File: config.mk
export PLATFORM = sky130hd
export DESIGN_NAME = hash_macro_regif
export DESIGN_NICKNAME = d
export VERILOG_FILES = /design/src/rtl/hash_macro_regif.sv
export SDC_FILE = /design/constraint.sdc
export NUM_CORES = 1
export LEC_CHECK = 0
export ABC_CLOCK_PERIOD_IN_PS = 8100
export CAP_MARGIN = 10
export CORE_MARGIN = 4
export CORE_UTILIZATION = 45
export DETAILED_ROUTE_END_ITERATION = 10
export PLACE_DENSITY = 0.78
export SYNTH_ARGS = -nofsm -noshare
export SYNTH_HDL_FRONTEND = slang
export SYNTH_SLANG_ARGS = --single-unit
File: constraint.sdc
create_clock -name M1_CLK -period 8.1 [get_ports M1_CLK]
set_input_delay 1.62 -clock M1_CLK [delete_from_list [all_inputs] [get_ports M1_CLK]]
set_output_delay 1.62 -clock M1_CLK [all_outputs]
set_load 0.01 [all_outputs]
File: src/rtl/hash_macro_regif.sv
// Macro-side register responder: debounces level-style bus writes into one-shot commits,
// holds job bytes, and queues found nonces. Define HASH_REGIF_READBACK_EN to read job bytes back.
module hash_macro_regif #(
    parameter int JOB_BYTES     = 48,
    parameter int FIFO_DEPTH    = 4,
    parameter int STABLE_CYCLES = 3
) (
    input  logic                   M1_CLK,
    input  logic                   RST_M1_N,
    input  logic                   HASH_EN,
    input  logic                   WR_SELECT,
    input  logic                   RD_SELECT,
    input  logic [5:0]             HASH_ADDR,
    input  logic [7:0]             DATA_TO_HASH,
    output logic [7:0]             DATA_FROM_HASH,
    output logic                   DATA_AVAILABLE,
    output logic [8*JOB_BYTES-1:0] job_data,
    output logic                   hash_start,
    output logic                   hash_run,
    input  logic                   nonce_valid,
    input  logic [31:0]            nonce_in
);

    localparam int         PW       = (FIFO_DEPTH > 1) ? $clog2(FIFO_DEPTH) : 1;
    localparam logic [2:0] CNT_FIRE = 3'(STABLE_CYCLES - 1);
    localparam logic [3:0] DEPTH_C  = 4'(FIFO_DEPTH);

    logic [14:0]   bus_q, bus_d;
    logic [2:0]    cnt_q, cnt_d;
    logic          committed_q, committed_d;
    logic [7:0]    job_q [JOB_BYTES];
    logic [7:0]    job_d [JOB_BYTES];
    logic [31:0]   mem_q [FIFO_DEPTH];
    logic [31:0]   mem_d [FIFO_DEPTH];
    logic [PW-1:0] wr_ptr_q, wr_ptr_d, rd_ptr_q, rd_ptr_d;
    logic [3:0]    count_q, count_d;
    logic          ovf_q, ovf_d;
    logic [7:0]    rdata_q, rdata_d;
    logic          avail_q, avail_d;
    logic          run_q, run_d;
    logic          start_q, start_d;
    logic          same, commit, pop, push, full, empty;
    logic [31:0]   head;

    assign bus_d = {WR_SELECT, HASH_ADDR, DATA_TO_HASH};

    // A write commits once the same bus tuple has been seen for STABLE_CYCLES edges.
    always_comb begin
        same        = (bus_d == bus_q);
        cnt_d       = same ? ((cnt_q == 3'd7) ? cnt_q : cnt_q + 3'd1) : 3'd0;
        commit      = WR_SELECT && same && (cnt_q == CNT_FIRE) && !committed_q;
        committed_d = committed_q;
        if (!WR_SELECT || !same)
            committed_d = 1'b0;
        else if (commit)
            committed_d = 1'b1;
    end

    always_comb begin
        empty    = (count_q == 4'd0);
        full     = (count_q == DEPTH_C);
        pop      = commit && (HASH_ADDR == 6'h3F) && !empty;
        push     = nonce_valid && (!full || pop);
        mem_d    = mem_q;
        wr_ptr_d = wr_ptr_q;
        rd_ptr_d = rd_ptr_q;
        if (push) begin
            mem_d[wr_ptr_q] = nonce_in;
            wr_ptr_d        = wr_ptr_q + 1'b1;
        end
        if (pop)
            rd_ptr_d = rd_ptr_q + 1'b1;
        case ({push, pop})
            2'b10:   count_d = count_q + 4'd1;
            2'b01:   count_d = count_q - 4'd1;
            default: count_d = count_q;
        endcase
        // A dropped push outranks a same-cycle clear so no overflow is ever lost.
        ovf_d = ovf_q;
        if (commit && (HASH_ADDR == 6'h38) && DATA_TO_HASH[7])
            ovf_d = 1'b0;
        if (nonce_valid && full && !pop)
            ovf_d = 1'b1;
        head = mem_q[rd_ptr_q];
    end

    always_comb begin
        job_d = job_q;
        for (int i = 0; i < JOB_BYTES; i++)
            if (commit && (HASH_ADDR == 6'(i)))
                job_d[i] = DATA_TO_HASH;
    end

    always_comb begin
        rdata_d = 8'h00;
        if (RD_SELECT) begin
            if (HASH_ADDR == 6'h38) begin
                rdata_d = {ovf_q, 3'b000, count_q};
            end else if ((HASH_ADDR[5:2] == 4'hF) && !empty) begin
                case (HASH_ADDR[1:0])
                    2'd0:    rdata_d = head[7:0];
                    2'd1:    rdata_d = head[15:8];
                    2'd2:    rdata_d = head[23:16];
                    default: rdata_d = head[31:24];
                endcase
            end
`ifdef HASH_REGIF_READBACK_EN
            for (int i = 0; i < JOB_BYTES; i++)
                if (HASH_ADDR == 6'(i))
                    rdata_d = job_q[i];
`endif
        end
        avail_d = (count_q != 4'd0);
        run_d   = HASH_EN;
        start_d = HASH_EN & ~run_q;
    end

    always_ff @(posedge M1_CLK or negedge RST_M1_N) begin
        if (!RST_M1_N) begin
            bus_q       <= '0;
            cnt_q       <= '0;
            committed_q <= 1'b0;
            for (int i = 0; i < JOB_BYTES; i++)
                job_q[i] <= 8'h00;
            wr_ptr_q    <= '0;
            rd_ptr_q    <= '0;
            count_q     <= '0;
            ovf_q       <= 1'b0;
            rdata_q     <= 8'h00;
            avail_q     <= 1'b0;
            run_q       <= 1'b0;
            start_q     <= 1'b0;
        end else begin
            bus_q       <= bus_d;
            cnt_q       <= cnt_d;
            committed_q <= committed_d;
            job_q       <= job_d;
            wr_ptr_q    <= wr_ptr_d;
            rd_ptr_q    <= rd_ptr_d;
            count_q     <= count_d;
            ovf_q       <= ovf_d;
            rdata_q     <= rdata_d;
            avail_q     <= avail_d;
            run_q       <= run_d;
            start_q     <= start_d;
        end
    end

    // Entry storage is qualified by count/pointers, so it needs no reset.
    always_ff @(posedge M1_CLK)
        mem_q <= mem_d;

    for (genvar g = 0; g < JOB_BYTES; g++) begin : g_job
        assign job_data[8*g +: 8] = job_q[g];
    end

    assign DATA_FROM_HASH = rdata_q;
    assign DATA_AVAILABLE = avail_q;
    assign hash_start     = start_q;
    assign hash_run       = run_q;

endmodule

==> results of run 1 <==
-- through the flow --
stage	worst slack (ns)	cell area (um^2)	hold slack [ns]
after global routing	2.79	28600	0.451
final	3.11	28600	0.447
after detailed placement	2.44	26600	0.445
after CTS	3.07	28600	0.452
after floorplan	3.52	21600	0.468
after global placement	2.57	26600	0.409
-- synth_stat cells, drive strengths merged --
cell type and number:
mux2i 8, nand4 7, o21a 1, edfxtp 128, and3 4, o311ai 2, nand2 30, nor3b 1
or3 5, nand3 3, and4b 1, nor3 11, nand3b 3, o22ai 1, buf 18, nor4b 3
a21oi 8, nor2b 6, o21ai 7, xor2 23, clkbuf 53, xnor2 1, nor4 8, nand4bb 1
nand2b 10, a2111oi 2, inv 6, mux2 389, and2 4, ha 10, and4bb 1, a31oi 4
a21bo 1, dfrtp 423, a221oi 1, nor2 48, mux4 33, and4 1
-- worst max-delay path by stage --
stage                      start                      to  slack [ns]  cells past startpoint
finish              HASH_ADDR[1]  count_q[2]$_DFFE_PN0P_        3.11                     13
global route        HASH_ADDR[1]  count_q[2]$_DFFE_PN0P_        2.79                     13
CTS                 HASH_ADDR[1]  count_q[2]$_DFFE_PN0P_        3.07                     13
detailed placement  HASH_ADDR[1]  count_q[2]$_DFFE_PN0P_        2.44                     13
global placement    HASH_ADDR[1]  count_q[2]$_DFFE_PN0P_        2.57                     13
floorplan           HASH_ADDR[2]      mem_q[0]$_DFFE_PP_        3.52                      6
-- logic make-up after synthesis --
kind of cell	synth area share, %
and+or+nand+nor	5.00
xor gates and xnor gates	0.974
AOI/OAI and AO/OA	0.777
buffers and inverters	1.53
DFF	66.9
muxes	24.3
adders and majority gates	0.580
-- sequential cells by signal (all words and copies together) (netlist names) --
register        flops
rd_ptr_q            2
wr_ptr_q            2
cnt_q               3
ovf_q               1
count_q             4
job_data          384
DATA_AVAILABLE      1
bus_q              15
committed_q         1
hash_run            1
hash_start          1
DATA_FROM_HASH      8
mem_q             128
-- area by class of cell --
cell class / count / area, um^2 / share of cell area (%)
clock buffer: 85 / 1700 / 5.96
timing repair buffer: 466 / 4600 / 16.1
tap: 607 / 759 / 2.66
multi-input combinational: 638 / 6830 / 23.9
sequential: 551 / 14400 / 50.5
antenna: 1 / 2.50 / 0.00875
clock inverter: 18 / 236 / 0.827
inverter: 6 / 22.5 / 0.0788
-- routing by layer --
layer / GRT usage (%) / vias up
met1: 28.1 / 6681
met2: 37.1 / 408
met5: 0 / -
met4: 7.81 / 4
met3: 4.59 / 122
li1: - / 5524
-- power groups by stage --
stage / Sequential [uW] / Combinational, uW / Clock [uW]
5_1_grt: 3080 / 419 / 2830
6_report: 3070 / 383 / 2660
4_1_cts: 3070 / 394 / 2720
2_1_floorplan: 3100 / 210 / 0
3_5_place_dp: 3120 / 392 / 0
3_3_place_gp: 3110 / 379 / 0
-- critical path: stages --
cell	delay (ns)
clkdlybuf4s50_1	0.49
buf_4	0.34
xor2_1	0.16
nor4_4	0.41
nand4_1	0.49
nor4_1	0.71
ha_1	0.42
xor2_1	0.12
ha_1	0.20
a21oi_1	0.15
xor2_1	0.16
nor2_1	0.07
xor2_1	0.14
==> results.cfg, run 1 <==
[synth]
ys_warn_count = 0
post-synth-top-area-fraction_pct = 49.1
yosysSeqAreaShare_pct = 66.9
synthTopCellsByArea = dfrtp_1, mux2_2, edfxtp_1
syn_nets = 1328
synth_cell_types = 50
synth_top_cell_by_area = dfrtp_1
ys_ff_latch = 551
synth_area_per_cell_um2 = 17.0
netlist_area_um2 = 21600
synth_cells = 1266

[sta]
drv_slew = 0
finalHoldViolCount = 0
setup_tns_ns = 0
fmax_mhz = 200
rsz0062_at_grt = no
setup_viol_count_final = 0
final.setup_skew_ns = 0.0239
relSlewSlack_pct = 35.7
finalCriticalPeriod_ns = 4.99
worst_pin_slew_ns = 0.957
period_share_pct = 61.6

[cells_and_area]
fin_util_pct = 60.9
final_cell_mix = clkdlybuf4s50_1, dfrtp_1, mux2_2
drive_gt1_share_pct = 31.8
fin_nets = 1781
final_common_cell = clkdlybuf4s50_1
fillerInstances = 3492
syn2layout_area_growth_pct = 32.5
stdcell_count = 2372

[worst_setup_path]
regToRegStartpoint = bus_q[6]$_DFF_PN0_
critPathKind = in2reg
worstReg2RegEnd = count_q[2]$_DFFE_PN0P_
crit_arrival_ns = 5.48
crit_path_end_kind = flop
startpoint_type = input pin
reg2reg_slack_ns = 4.50
timing.critical_path.required_ns = 8.59
worstPathMaxFanout = 24
reg2regPathDepth = 11

[route]
drc = 0
drt_pass1_iterations = 4
wl_met1_mm = 23.2
avgViaCountPerCell = 5.37
drt_wl_total_mm = 57.5
ant_nets = 0
top_layer = met5
routed-wl-met2_mm = 28.8
drt_iter0_drc = 699
wl_met3_mm = 3.53
num_vias = 12700
wl_per_cell_um = 24.2

[clock_tree]
clk_pin_slew_ns = 0.06
cts_tree = done
root_buffer = clkbuf_16
clk_latency_ns = 0.61
cts-resized-gates = 0
cts_made_buffers = 56
cts_num_sinks = 551
cts_setup_buffers = 0
ctsHoldBuffers = 0
cts_htree_levels = 2
cts_buffer_depth = 3

[place]
place_inst = 2268
dp_hpwl_mm = 38.4
gp_congestion = 0.782
port-buffer-count = 446

[power_and_ir_drop]
pwr-share-comb_pct = 6.3
powerDensity_nw_per_um2 = 214
power_uw = 6120
p_sw_share_pct = 22.7
p_seq_share_pct = 50.2
p_clk_share_pct = 43.6
ir_drop_v = 0.000238
p_leak_uw = 0.0129
intPower_uw = 4730
p_switching_uw = 1390

[global_route]
antenna_found_initial = 3
grt-ovfl-total = 0
grt_use_total_pct = 21.9
grt_pass1_vias = 13500
grt_pass1_wl_mm = 85.2
grt_start_max_net_pins = 155

[floorplanning]
die_w_um = 227
ioPinCount = 447
std_cell_rows = 79
die_area_um2 = 51500
core_area_um2 = 47000
dieHeight_um = 227
start_util_pct = 46.0

[worst_hold_path]
hold_path.class = reg2reg
hold_path_end = hash_start$_DFF_PN0_
min_from = hash_run$_DFF_PN0_
min_delay_path_depth = 1

[status]
status = complete, no violations

[run]
cap_violations = 0
Power figures use the tool's default switching activity.
==> run 2: changes to the inputs <==
- ABC_CLOCK_PERIOD_IN_PS: 8100 -> 5120
- clock period: 8.1 -> 5.12 ns (I/O delays scaled with it)
==> run 2 against run 1 <==
Net effect: wire length is 1.9% higher; sequential share of layout area increased by 0.14 points; count of clock-buffer cells in the layout is 13 lower; global-route usage increased by 0.60 points; design area fell by 0.28%; cell count grew 0.13%; setup slack worse by 2.1 ns; die area is the same; non-clock buffer count grew 6; register-to-register slack lost 2.8 ns; clock power is 50% higher; critical path type unchanged; largest cell class unchanged; highest routed layer unchanged.
==> results.cfg, run 2 (synthesis results as in run 1) <==
[route]
wl_per_cell_um = 24.7
drt_pass1_iterations = 4
num_vias = 12600
drc = 0
avgViaCountPerCell = 5.32
ant_nets = 0
drt_iter0_drc = 632
drt_wl_total_mm = 58.6

[power_and_ir_drop]
p_sw_share_pct = 23.3
p_clk_share_pct = 42.1
p_switching_uw = 2200
p_leak_uw = 0.0129
pwr-share-comb_pct = 6.5
ir_drop_v = 0.000295
intPower_uw = 7260
p_seq_share_pct = 51.4
powerDensity_nw_per_um2 = 332

[global_route]
grt_start_max_net_pins = 107
grt-ovfl-total = 0
grt_pass1_wl_mm = 87.1
grt_pass1_vias = 13500
antenna_found_initial = 6
grt_use_total_pct = 22.5

[worst_setup_path]
cp_common_cell = xor2_1
startpoint = HASH_ADDR[3]
crit_family = simple AND/OR/NAND/NOR gates
crit_path_end = count_q[2]$_DFFE_PN0P_
crit_arrival_ns = 4.60
startpoint_type = input pin
critPathSlowestCell = nor4_1
reg2reg_slack_ns = 1.68
reg2regPathDepth = 11
regToRegStartpoint = bus_q[14]$_DFF_PN0_
cp.depth = 12
worstReg2RegEnd = count_q[2]$_DFFE_PN0P_
worst-path-buf-inv = 1
critPathKind = in2reg
crit_chain = clkdlybuf4s50_1 -> xor2_1 -> nor4_4 -> nand4_1 -> nor4_1 -> ha_1 -> xor2_1 -> ha_1 -> a21oi_1 -> xor2_1 -> nor2_1 -> xor2_1
worstPathMaxFanout = 9
crit_path_end_kind = flop
max_stage_delay_ns = 0.65
timing.critical_path.required_ns = 5.60

[cells_and_area]
drive_gt1_share_pct = 32.2
largest_reg_flops = 384
final_common_cell = clkdlybuf4s50_1
final_cell_mix = clkdlybuf4s50_1, dfrtp_1, mux2_2
fin_nets = 1788
syn2layout_area_growth_pct = 32.1

[sta]
setup_tns_ns = 0
hold_slack_ns = 0.420
rsz0062_at_grt = no
fmax_mhz = 243
final.setup_skew_ns = 0.0185
finalCriticalPeriod_ns = 4.12
period_share_pct = 80.5
setup_viol_count_final = 0
relSlewSlack_pct = 36.7
finalHoldViolCount = 0
worst_pin_slew_ns = 0.942
drv_slew = 0

[worst_hold_path]
hold_path.class = reg2reg

[floorplanning]
start_util_pct = 46.0
dieHeight_um = 227
ioPinCount = 447
die_area_um2 = 51500
die_w_um = 227
std_cell_rows = 79
core_area_um2 = 47000

[clock_tree]
cts_buffer_depth = 3
ctsHoldBuffers = 0
cts_setup_buffers = 0
root_buffer = clkbuf_16
clk_pin_slew_ns = 0.06
clk_latency_ns = 0.61
cts-resized-gates = 0
cts_num_sinks = 551
cts_tree = done
cts_htree_levels = 2
cts_made_buffers = 57

[status]
status = complete, no violations

[place]
gp_congestion = 0.785
port-buffer-count = 446
dp_hpwl_mm = 39.1

[run]
cap_violations = 0
-- run 2: layout make-up --
type / count / area, um^2
fillers: 3430 / 18400
flip-flops and latches: 551 / 14400
multi-input cells: 638 / 6830
repair buffers: 472 / 4650
clock buffers: 72 / 1580
well taps: 607 / 759
clock inverters: 27 / 229
inverters: 6 / 22.5
diodes: 2 / 5.00
-- run 2: worst min path at each step --
stage	end	depth (start not counted)	slack (ns)	startpoint
after global routing	hash_start$_DFF_PN0_	1	0.43	hash_run$_DFF_PN0_
after CTS	hash_start$_DFF_PN0_	1	0.42	hash_run$_DFF_PN0_
after detailed placement	hash_start$_DFF_PN0_	1	0.41	hash_run$_DFF_PN0_
after floorplan	hash_start$_DFF_PN0_	1	0.47	hash_run$_DFF_PN0_
after global placement	hash_start$_DFF_PN0_	1	0.41	hash_run$_DFF_PN0_
final	hash_start$_DFF_PN0_	1	0.42	hash_run$_DFF_PN0_
-- run 2: metal layers --
metal  wire length [um]  vias up  GRT usage, %
met5                 57        -             0
met4               2080       10          7.75
met3               3920      116          5.62
met2              29000      404          37.9
met1              23500     6588          28.7
li1                   -     5518             -
-- run 2: power by group through the flow --
stage / Sequential (uW) / Clock, uW / Combinational, uW
after floorplan: 4910 / 0 / 332
after global placement: 4920 / 0 / 613
after detailed placement: 4930 / 0 / 624
after CTS: 4860 / 4070 / 628
after global routing: 4870 / 4260 / 680
final: 4860 / 3980 / 617
-- run 2: per-stage QoR --
stage          utilization [%]  area, um^2  std cells  worst slack [ns]  total power [uW]
6_report                  60.7       28500       2375              1.00              9460
5_1_grt                   60.7       28500       2374             0.769              9810
4_1_cts                   60.7       28500       2373              1.01              9550
3_5_place_dp              56.8       26700       2274             0.382              5560
3_3_place_gp              56.8       26700       2274             0.497              5530
2_1_floorplan                -       21600       1266              1.14              5240
==> run 3: changes to the inputs <==
- ABC_CLOCK_PERIOD_IN_PS: 5120 -> 3800
- clock period: 5.12 -> 3.8 ns (I/O delays scaled with it)
==> run 3 against run 2 <==
Net effect: global-route usage grew 0.23 points; die area is the same; sequential share of layout area shrank 0.56 points; utilization grew 0.68 points; count of clock-buffer cells in the layout grew 1; critical path type unchanged; first-iteration DRC count grew 13%; power grew 39%; setup slack lost 0.17 ns; critical path depth grew 1; combinational power grew 44%; design area grew 1.1%; cell count grew 0.84%.
==> results.cfg, run 3 (synthesis results as in run 1) <==
[place]
port-buffer-count = 446
gp_congestion = 0.810
dp_hpwl_mm = 39.5

[sta]
worst_pin_slew_ns = 0.979
setup_viol_count_final = 0
fmax_mhz = 336
period_share_pct = 78.3
relSlewSlack_pct = 34.7
drv_slew = 0
rsz0062_at_grt = no
final.setup_skew_ns = 0.0213
setup_tns_ns = 0
finalHoldViolCount = 0
finalCriticalPeriod_ns = 2.97
hold_slack_ns = 0.163

[route]
num_vias = 12900
wl_met1_mm = 24.3
drt_iter0_drc = 716
drt_pass1_iterations = 4
routed-wl-met2_mm = 28.8
drt_wl_total_mm = 59.2
top_layer = met5
wl_per_cell_um = 24.7
drc = 0
ant_nets = 0
wl_met3_mm = 3.43
avgViaCountPerCell = 5.40

[clock_tree]
cts_buffer_depth = 3
clk_pin_slew_ns = 0.06
root_buffer = clkbuf_16
cts_tree = done
ctsHoldBuffers = 0
cts_htree_levels = 2
cts_num_sinks = 551
cts_setup_buffers = 0
cts-resized-gates = 0
clk_latency_ns = 0.62
cts_made_buffers = 55

[power_and_ir_drop]
p_sw_share_pct = 22.7
p_switching_uw = 2980
intPower_uw = 10100
ir_drop_v = 0.000353
pwr-share-comb_pct = 6.8
powerDensity_nw_per_um2 = 456
p_clk_share_pct = 43.5
p_seq_share_pct = 49.7
p_leak_uw = 0.0130

[floorplanning]
std_cell_rows = 79
die_area_um2 = 51500
core_area_um2 = 47000
die_w_um = 227
start_util_pct = 46.0
ioPinCount = 447
dieHeight_um = 227

[cells_and_area]
syn2layout_area_growth_pct = 33.6
fin_nets = 1805
final_common_cell = clkdlybuf4s50_1
fillerInstances = 3393
largest_reg_flops = 384
drive_gt1_share_pct = 32.9
fin_util_pct = 61.4
final_cell_mix = clkdlybuf4s50_1, dfrtp_1, mux2_2

[worst_setup_path]
crit_path_end_kind = flop
reg2regPathDepth = 14
worstPathMaxFanout = 3
timing.critical_path.required_ns = 4.29
startpoint_type = input pin
critPathKind = in2reg
crit_arrival_ns = 3.47

[status]
status = complete, no violations

[global_route]
grt_pass1_vias = 13700
antenna_found_initial = 9
grt_start_max_net_pins = 87
grt-ovfl-total = 0
grt_use_total_pct = 22.7
grt_pass1_wl_mm = 88.0

[run]
cap_violations = 0

[worst_hold_path]
hold_path.class = in2async
## run 3: routing by layer
layer	global-route usage, %	vias to the layer above
li1	-	5559
met1	29.9	6779
met2	37.1	429
met3	4.71	143
met4	9.56	12
met5	0	-
## run 3: area by class of cell
cell class              count  area, um^2  area share, %
diodes                      2        5.00         0.0174
clock buffers              73        1540           5.36
clock inverters            27         382           1.32
inverters                   6        22.5         0.0781
multi-input cells         638        6830           23.7
flip-flops and latches    551       14400           50.1
well taps                 607         759           2.64
repair buffers            491        4850           16.8
## run 3: path summary, 6_finish.rpt
| kind | slack (ns) | from | end |
|---|---|---|---|
| min reg2reg | 0.44 | hash_run$_DFF_PN0_ | hash_start$_DFF_PN0_ |
| max | 0.83 | HASH_ADDR[2] | count_q[2]$_DFFE_PN0P_ |
| max in group asynchronous | 2.55 | RST_M1_N | job_data[221]$_DFFE_PN0P_ |
| min | 0.16 | RST_M1_N | job_data[260]$_DFFE_PN0P_ |
| min in group M1_CLK | 0.44 | hash_run$_DFF_PN0_ | hash_start$_DFF_PN0_ |
| max reg2reg | 0.91 | cnt_q[0]$_DFFE_PN0P_ | count_q[2]$_DFFE_PN0P_ |
## run 3: through the flow
step	setup slack [ns]	power [uW]	instances	cell area, um^2
2_1_floorplan	0.0817	7060	1266	21600
3_3_place_gp	0.221	7500	2293	26900
3_5_place_dp	0.223	7540	2293	26900
4_1_cts	0.864	13300	2393	28800
5_1_grt	0.664	13600	2395	28800
6_report	0.825	13100	2395	28800
## run 3: worst max-delay path, cell delays in order
cell             delay (ns)
clkdlybuf4s50_1        0.45
xor2_1                 0.20
nor4_4                 0.35
nand4_1                0.21
o21a_1                 0.24
nand2b_1               0.16
ha_1                   0.22
xor2_1                 0.15
ha_1                   0.19
a21oi_1                0.15
xor2_1                 0.17
nor2_1                 0.07
xor2_1                 0.14
## run 3: power groups by stage
stage | Clock, uW | Sequential (uW) | Combinational, uW
after detailed placement | 0 | 6640 | 899
after global routing | 6080 | 6560 | 974
final | 5710 | 6530 | 887
after CTS | 5820 | 6530 | 907
after global placement | 0 | 6620 | 879
after floorplan | 0 | 6610 | 447
